==> config.mk <==
export PLATFORM = sky130hd
export DESIGN_NAME = pipeline_stall_controller
export DESIGN_NICKNAME = d
export VERILOG_FILES = /design/src/rtl/pipeline_ctrl_pkg.sv /design/src/rtl/pipeline_stall_controller_hazard_detect.sv /design/src/rtl/pipeline_stall_controller.sv
export SDC_FILE = /design/constraint.sdc
export NUM_CORES = 1
export LEC_CHECK = 0
export CAP_MARGIN = 25
export CORE_MARGIN = 2
export CORE_UTILIZATION = 36
export CTS_CLUSTER_DIAMETER = 50
export DETAILED_ROUTE_END_ITERATION = 10
export HOLD_SLACK_MARGIN = 0.05
export PLACE_DENSITY_LB_ADDON = 0.12
export SLEW_MARGIN = 20
export SYNTH_ARGS = -nofsm -noshare
export SYNTH_HDL_FRONTEND = slang
export SYNTH_SLANG_ARGS = --single-unit
==> constraint.sdc <==
create_clock -name clk -period 1.5 [get_ports clk]
set_input_delay 0.3 -clock clk [delete_from_list [all_inputs] [get_ports clk]]
set_output_delay 0.3 -clock clk [all_outputs]
set_load 0.02 [all_outputs]
==> src/rtl/pipeline_ctrl_pkg.sv <==
// pipeline_ctrl_pkg: shared definitions for the pipeline stall/flush controller.
//   - FSM state encoding (RUN / LOAD_STALL / MEM_WAIT / FLUSH)
//   - REG_ZERO constant ($zero never creates a dependency)
//   - default parameter values
//   - packed control word that carries the seven pipeline enables/flushes
package pipeline_ctrl_pkg;

  localparam logic [1:0] ST_RUN_ENC        = 2'd0;
  localparam logic [1:0] ST_LOAD_STALL_ENC = 2'd1;
  localparam logic [1:0] ST_MEM_WAIT_ENC   = 2'd2;
  localparam logic [1:0] ST_FLUSH_ENC      = 2'd3;

  typedef enum logic [1:0] {
    RUN        = ST_RUN_ENC,
    LOAD_STALL = ST_LOAD_STALL_ENC,
    MEM_WAIT   = ST_MEM_WAIT_ENC,
    FLUSH      = ST_FLUSH_ENC
  } ctrlState_t;

  localparam logic [4:0] REG_ZERO = 5'd0;

  localparam int DEF_LOAD_STALL_CYCLES = 1;
  localparam int DEF_FLUSH_CYCLES      = 1;
  localparam int DEF_MEM_TIMEOUT       = 255;

  typedef struct packed {
    logic pcWrite;
    logic ifidWrite;
    logic idexWrite;
    logic exmemWrite;
    logic hazMuxCon;
    logic ifidFlush;
    logic idexFlush;
  } ctrl_t;

  // Canonical control words, field order as in ctrl_t.
  localparam ctrl_t CTRL_IDLE      = 7'b1111000; // everything advances
  localparam ctrl_t CTRL_FREEZE    = 7'b0000000; // whole pipe held for DMem
  localparam ctrl_t CTRL_LOADUSE   = 7'b0011100; // hold PC + IF/ID, bubble into EX
  localparam ctrl_t CTRL_BRANCH    = 7'b1111011; // redirect, kill IF/ID and ID/EX
  localparam ctrl_t CTRL_FLUSHTAIL = 7'b1111010; // extra IF/ID kill cycles

endpackage

==> src/rtl/pipeline_stall_controller_hazard_detect.sv <==
// hazard_detect: purely combinational condition terms for the stall controller.
//   IDRegRs/IDRegRt : source regs of the instruction in ID
//   EXRegRt         : destination of the load in EX
//   EXMemRead       : EX instruction is a load
//   DMemReq/DMemReady : data-memory handshake
//   loadUse         : ID consumes the result of the load currently in EX
//   memWait         : MEM has an access in flight that is not completing
module hazard_detect
  import pipeline_ctrl_pkg::*;
(
  input  logic [4:0] IDRegRs,
  input  logic [4:0] IDRegRt,
  input  logic [4:0] EXRegRt,
  input  logic       EXMemRead,
  input  logic       DMemReq,
  input  logic       DMemReady,
  output logic       loadUse,
  output logic       memWait
);

  assign loadUse = EXMemRead && (EXRegRt != REG_ZERO) &&
                   ((EXRegRt == IDRegRs) || (EXRegRt == IDRegRt));
  assign memWait = DMemReq && !DMemReady;

endmodule

==> src/rtl/pipeline_stall_controller.sv <==
// pipeline_stall_controller: central stall/flush sequencer for the 5-stage pipe.
// Priority: DMem wait (freeze) > taken branch (flush) > load-use (bubble).
// Outputs are Mealy so a stall lands in the same cycle its cause appears.
// Ports:
//   clk, reset (async, active high)
//   IDRegRs, IDRegRt, EXRegRt, EXMemRead : load-use detection inputs
//   BranchTaken                          : branch resolved taken in EX
//   DMemReq, DMemReady                   : data-memory handshake
//   PCWrite, IFIDWrite, IDEXWrite, EXMEMWrite : pipeline register enables
//   HazMuxCon                            : zero ID control (bubble)
//   IFIDFlush, IDEXFlush                 : register clears
//   mem_timeout                          : sticky DMem watchdog flag
// Optional (macro STALL_PERF_CNT_EN): perf_clr input and 32-bit wrapping
//   counters perf_stall_cycles, perf_flushes, perf_mem_wait.
module pipeline_stall_controller
  import pipeline_ctrl_pkg::*;
#(
  parameter int LOAD_STALL_CYCLES = DEF_LOAD_STALL_CYCLES,
  parameter int FLUSH_CYCLES      = DEF_FLUSH_CYCLES,
  parameter int MEM_TIMEOUT       = DEF_MEM_TIMEOUT
)(
  input  logic        clk,
  input  logic        reset,
  input  logic [4:0]  IDRegRs,
  input  logic [4:0]  IDRegRt,
  input  logic [4:0]  EXRegRt,
  input  logic        EXMemRead,
  input  logic        BranchTaken,
  input  logic        DMemReq,
  input  logic        DMemReady,
  output logic        PCWrite,
  output logic        IFIDWrite,
  output logic        IDEXWrite,
  output logic        EXMEMWrite,
  output logic        HazMuxCon,
  output logic        IFIDFlush,
  output logic        IDEXFlush,
  output logic        mem_timeout
`ifdef STALL_PERF_CNT_EN
  ,
  input  logic        perf_clr,
  output logic [31:0] perf_stall_cycles,
  output logic [31:0] perf_flushes,
  output logic [31:0] perf_mem_wait
`endif
);

  // The cycle that enters a multi-cycle sequence is already its first cycle,
  // so the counter is loaded with N-1 and the last cycle is the one at cnt==1.
  localparam logic [3:0] LS_RELOAD = 4'(LOAD_STALL_CYCLES - 1);
  localparam logic [3:0] FL_RELOAD = 4'(FLUSH_CYCLES - 1);
  localparam logic [7:0] TO_MATCH  = 8'(MEM_TIMEOUT - 1);

  ctrlState_t state, nextState;
  logic [3:0] cnt, nextCnt;
  logic [7:0] wcnt;
  logic       loadUse, memWait, flushAccept;
  ctrl_t      ctrl;

  hazard_detect uHaz (
    .IDRegRs   (IDRegRs),
    .IDRegRt   (IDRegRt),
    .EXRegRt   (EXRegRt),
    .EXMemRead (EXMemRead),
    .DMemReq   (DMemReq),
    .DMemReady (DMemReady),
    .loadUse   (loadUse),
    .memWait   (memWait)
  );

  always_comb begin
    nextState   = state;
    nextCnt     = cnt;
    ctrl        = CTRL_IDLE;
    flushAccept = 1'b0;
    if (memWait) begin
      // Freeze everywhere; stall/flush counters hold until memory returns.
      ctrl = CTRL_FREEZE;
      if (state == RUN) nextState = MEM_WAIT;
    end else begin
      case (state)
        LOAD_STALL: begin
          ctrl = CTRL_LOADUSE;
          if (cnt <= 4'd1) begin
            nextState = RUN;
            nextCnt   = '0;
          end else begin
            nextCnt = cnt - 4'd1;
          end
        end
        FLUSH: begin
          // EX holds a bubble here, so branch/load-use inputs are stale.
          ctrl = CTRL_FLUSHTAIL;
          if (cnt <= 4'd1) begin
            nextState = RUN;
            nextCnt   = '0;
          end else begin
            nextCnt = cnt - 4'd1;
          end
        end
        default: begin
          // RUN, and the MEM_WAIT cycle where memory completes: evaluate the
          // current inputs as RUN would.
          nextState = RUN;
          nextCnt   = '0;
          if (BranchTaken) begin
            ctrl        = CTRL_BRANCH;
            flushAccept = 1'b1;
            if (FLUSH_CYCLES > 1) begin
              nextCnt   = FL_RELOAD;
              nextState = FLUSH;
            end
          end else if (loadUse) begin
            ctrl = CTRL_LOADUSE;
            if (LOAD_STALL_CYCLES > 1) begin
              nextCnt   = LS_RELOAD;
              nextState = LOAD_STALL;
            end
          end
        end
      endcase
    end
    // While reset is held the pipe sees plain run values, whatever the inputs.
    if (reset) begin
      ctrl        = CTRL_IDLE;
      flushAccept = 1'b0;
    end
  end

  always_ff @(posedge clk or posedge reset) begin
    if (reset) begin
      state <= RUN;
      cnt   <= '0;
    end else begin
      state <= nextState;
      cnt   <= nextCnt;
    end
  end

  // Watchdog: wcnt counts consecutive wait cycles already elapsed, so the
  // flag sets at the end of wait cycle number MEM_TIMEOUT.
  always_ff @(posedge clk or posedge reset) begin
    if (reset) begin
      wcnt        <= '0;
      mem_timeout <= 1'b0;
    end else begin
      if (!memWait)              wcnt <= '0;
      else if (wcnt != 8'hFF)    wcnt <= wcnt + 8'd1;
      if (memWait && (wcnt == TO_MATCH)) mem_timeout <= 1'b1;
    end
  end

  assign PCWrite    = ctrl.pcWrite;
  assign IFIDWrite  = ctrl.ifidWrite;
  assign IDEXWrite  = ctrl.idexWrite;
  assign EXMEMWrite = ctrl.exmemWrite;
  assign HazMuxCon  = ctrl.hazMuxCon;
  assign IFIDFlush  = ctrl.ifidFlush;
  assign IDEXFlush  = ctrl.idexFlush;

`ifdef STALL_PERF_CNT_EN
  logic perfClrQ;
  logic perfClrRise;

  assign perfClrRise = perf_clr && !perfClrQ;

  always_ff @(posedge clk or posedge reset) begin
    if (reset) begin
      perfClrQ          <= 1'b0;
      perf_stall_cycles <= '0;
      perf_flushes      <= '0;
      perf_mem_wait     <= '0;
    end else begin
      perfClrQ <= perf_clr;
      if (perfClrRise) begin
        perf_stall_cycles <= '0;
        perf_flushes      <= '0;
        perf_mem_wait     <= '0;
      end else begin
        if (!ctrl.pcWrite)     perf_stall_cycles <= perf_stall_cycles + 32'd1;
        if (flushAccept)       perf_flushes      <= perf_flushes + 32'd1;
        if (state == MEM_WAIT) perf_mem_wait     <= perf_mem_wait + 32'd1;
      end
    end
  end
`endif

endmodule

==> flow_summary.ini, run 1 <==
[floorplan]
pin_count = 29
die_y_microns = 46.0
core.rowCount = 15
die_area_sq_um = 2120
dieWidth_microns = 46.0
fp.coreArea_sq_um = 1690
start_util_pct = 37.6

[synth]
netlist_area_sq_um = 636
syn_avg_cell_area_sq_um = 8.95
ys_warn_count = 0
synth-main-ff-cell = dfrtp_1
yosys_register_bits = 9
seq_area_frac_synth_pct = 35.4
syn-num-nets = 94
synth_cell_types = 25
syn_inst = 71
synth-edff-count = 0
ys_async_sr_fraction_pct = 100

[clock_network]
numCtsBuffers = 3
cts_hold_buffers = 0
ctsRootBufferMaster = clkbuf_4
cts_htree_levels = 1
clkLatencyLatePin_ns = 0.27
cts.sinks = 9
clk_path_buf_depth = 2
cts_tree = done
cts.clk_slew.worst_paths_ns = 0.06

[placement]
gp_congestion = 0.753
io_buffers = 28
place_hpwl_microns = 1260
place_worst_setup_slack_ns = -1.01

[sta]
setup-violations-final = 3
fin_crit_ns = 1.67
max_slew.worst_pin.slew_ns = 0.228
fin_crit_sh_pct = 111
fmax_mhz = 600
skew_ns = 0.00318
finalHoldViolCount = 0
timing.hold.ws_ns = 0.245
slew_headroom_pct = 84.8
setup_ws_ns = -0.166
rsz0062_at_grt = true
slew_violations = 0

[critical_path]
slowest_stage = dlygate4sd2_1
startpoint = IDRegRt[2]
worstSetupStartpointType = input pin
crit_fanout = 2
max_stage_delay_ns = 0.24
r2r_end = wcnt[1]$_DFFE_PP0P_
worstRegToRegCells = 5
crit_arrival_ns = 1.37
crit_chain = dlygate4sd2_1 -> xor2_1 -> nor3_2 -> a22oi_2 -> o21a_2 -> buf_6
critPathRequiredTime_ns = 1.20
critPathKind = input pin to output port
cp-endpoint = IFIDWrite
r2r-start = wcnt[0]$_DFFE_PP0P_
path_depth = 6
crit_family = buffers and inverters
crit_buf_inv = 2
cp-end-kind = output port
r2r_setup_slack_ns = 0.13

[route]
drt-total-wl_microns = 1650
vias_per_cell = 5.18
firstDrtPassIters = 4
drt_iter0_markers = 2
drc = 0
antenna_left = 0
wire_per_inst_microns = 13.2
dr_total_vias = 647

[global_route]
antenna_found_initial = 0
grt_max_degree = 10
grt_pass1_wl_microns = 2410
grt_pass1_vias = 615
grt_usage_pct = 16.6
globalRouteOverflowTotal = 0

[outcome]
violations = setup timing
status = finished, violations left

[finish]
syn_to_final_growth_pct = 57.3
nNetsFinal = 132
drive_above_1_share_pct = 31.5
fillers = 163
diodes = 0
multi_input_area_sq_um = 405
final-seq-area_sq_um = 225

[power_and_ir_drop]
p_leak_nw = 0.498
power.density_nw_per_um2 = 587
irDropWorstVdd_uv = 493
total_power_mw = 0.587

[worst_hold_path]
hp-class = input pin to asynchronous set/reset pin

[job]
maxCapViolations = 0
==> per-layer routing <==
metal / vias up / wire (microns) / global-route usage [%]
met5: - / 0 / 0
met4: 0 / 51 / 13.7
met3: 5 / 145 / 2.78
met2: 23 / 814 / 27.8
met1: 297 / 638 / 17.9
li1: 322 / - / -
==> layout by cell type, fill, tap and decap left out, types with 2 or more instances in the layout <==
master           count
buf_2                4
a31oi_1              2
dlymetal6s2s_1       2
dlygate4sd2_1       13
xnor2_1              2
nand2_1              3
a211oi_1             3
clkbuf_4             3
and3_1               3
o21ai_0              2
dfrtp_1              9
nor3_1               2
a31o_2               2
inv_1                3
ha_1                 2
clkdlybuf4s50_1      2
buf_6                5
nor3_2               2
xor2_1              10
nor2_1              10
buf_4               10
==> through the flow <==
stage | cell area [sq um] | std cells | util (%) | setup TNS (ns)
floorplan | 637 | 71 | - | -0.153
global placement | 976 | 121 | 57.8 | -4.88
detailed placement | 976 | 121 | 57.8 | -4.92
CTS | 998 | 126 | 59.1 | -0.910
global route | 1000 | 125 | 59.2 | -0.551
finish | 1000 | 125 | 59.2 | -0.445
==> worst min path at each step <==
stage | start | end | slack (ns) | cells after the start
after floorplan | reset | mem_timeout$_DFFE_PP0P_ | 0.14 | 1
final | reset | wcnt[5]$_DFFE_PP0P_ | 0.24 | 3
after CTS | reset | wcnt[5]$_DFFE_PP0P_ | 0.19 | 3
after global routing | reset | wcnt[6]$_DFFE_PP0P_ | 0.28 | 3
after detailed placement | mem_timeout$_DFFE_PP0P_ | mem_timeout$_DFFE_PP0P_ | 0.45 | 1
after global placement | mem_timeout$_DFFE_PP0P_ | mem_timeout$_DFFE_PP0P_ | 0.45 | 1
==> cells by family (layout without fill, tap and decap cells) <==
group	Yosys count	after routing	share of synthesized area [%]
AND/OR/NAND/NOR	28	28	21.9
AO/OA/AOI/OAI	14	14	16.9
XOR/XNOR	12	12	16.5
flip-flops	9	9	35.4
buffers and inverters	6	43	5.31
adder cells (fa/ha/maj)	2	2	3.94
==> worst min-delay path: stages <==
cell	delay (ns)
dlygate4sd2_1	0.25
inv_1	0.11
buf_4	0.20
==> flip-flops by register name, summed over array words and instances (netlist names) <==
register     flops
wcnt             8
mem_timeout      1
==> synth_stat cells, drive strengths merged (3+ instances only) <==
cell,n,share of area [%]
nor2,11,6.5
xor2,10,14
dfrtp,9,35
a211oi,4,5.5
nand2,4,2.4
nor3,4,3.1
and3,3,3.0
buf,3,3.5
inv,3,1.8
==> area by class of cell <==
type                       instances  area share, %
timing repair buffer              36           31.0
inverter                           3           1.13
multi-input combinational         56           40.6
tap                               17           2.13
clock buffer                       4           2.63
sequential                         9           22.5
==> what timing repair did <==
item	in CTS	in global routing
setup endpoints to repair	8	7
pin swaps	14	5
setup buffers	1	0
resized for setup	69	9
==> power breakdown <==
group | switching [mW] | internal, mW | leakage, nW
logic | 0.0683 | 0.0800 | 0.358
registers | 0.00151 | 0.245 | 0.125
clock network | 0.0891 | 0.103 | 0.0150
(Power assumes the default switching activity.)
==> inputs of run 2 (changes only) <==
GPL_ROUTABILITY_DRIVEN = 0   (was default)
HOLD_SLACK_MARGIN = default   (was 0.05)
==> results of run 2 <==
Same layout as run 1: the final DEF is identical, and so are final timing and power.
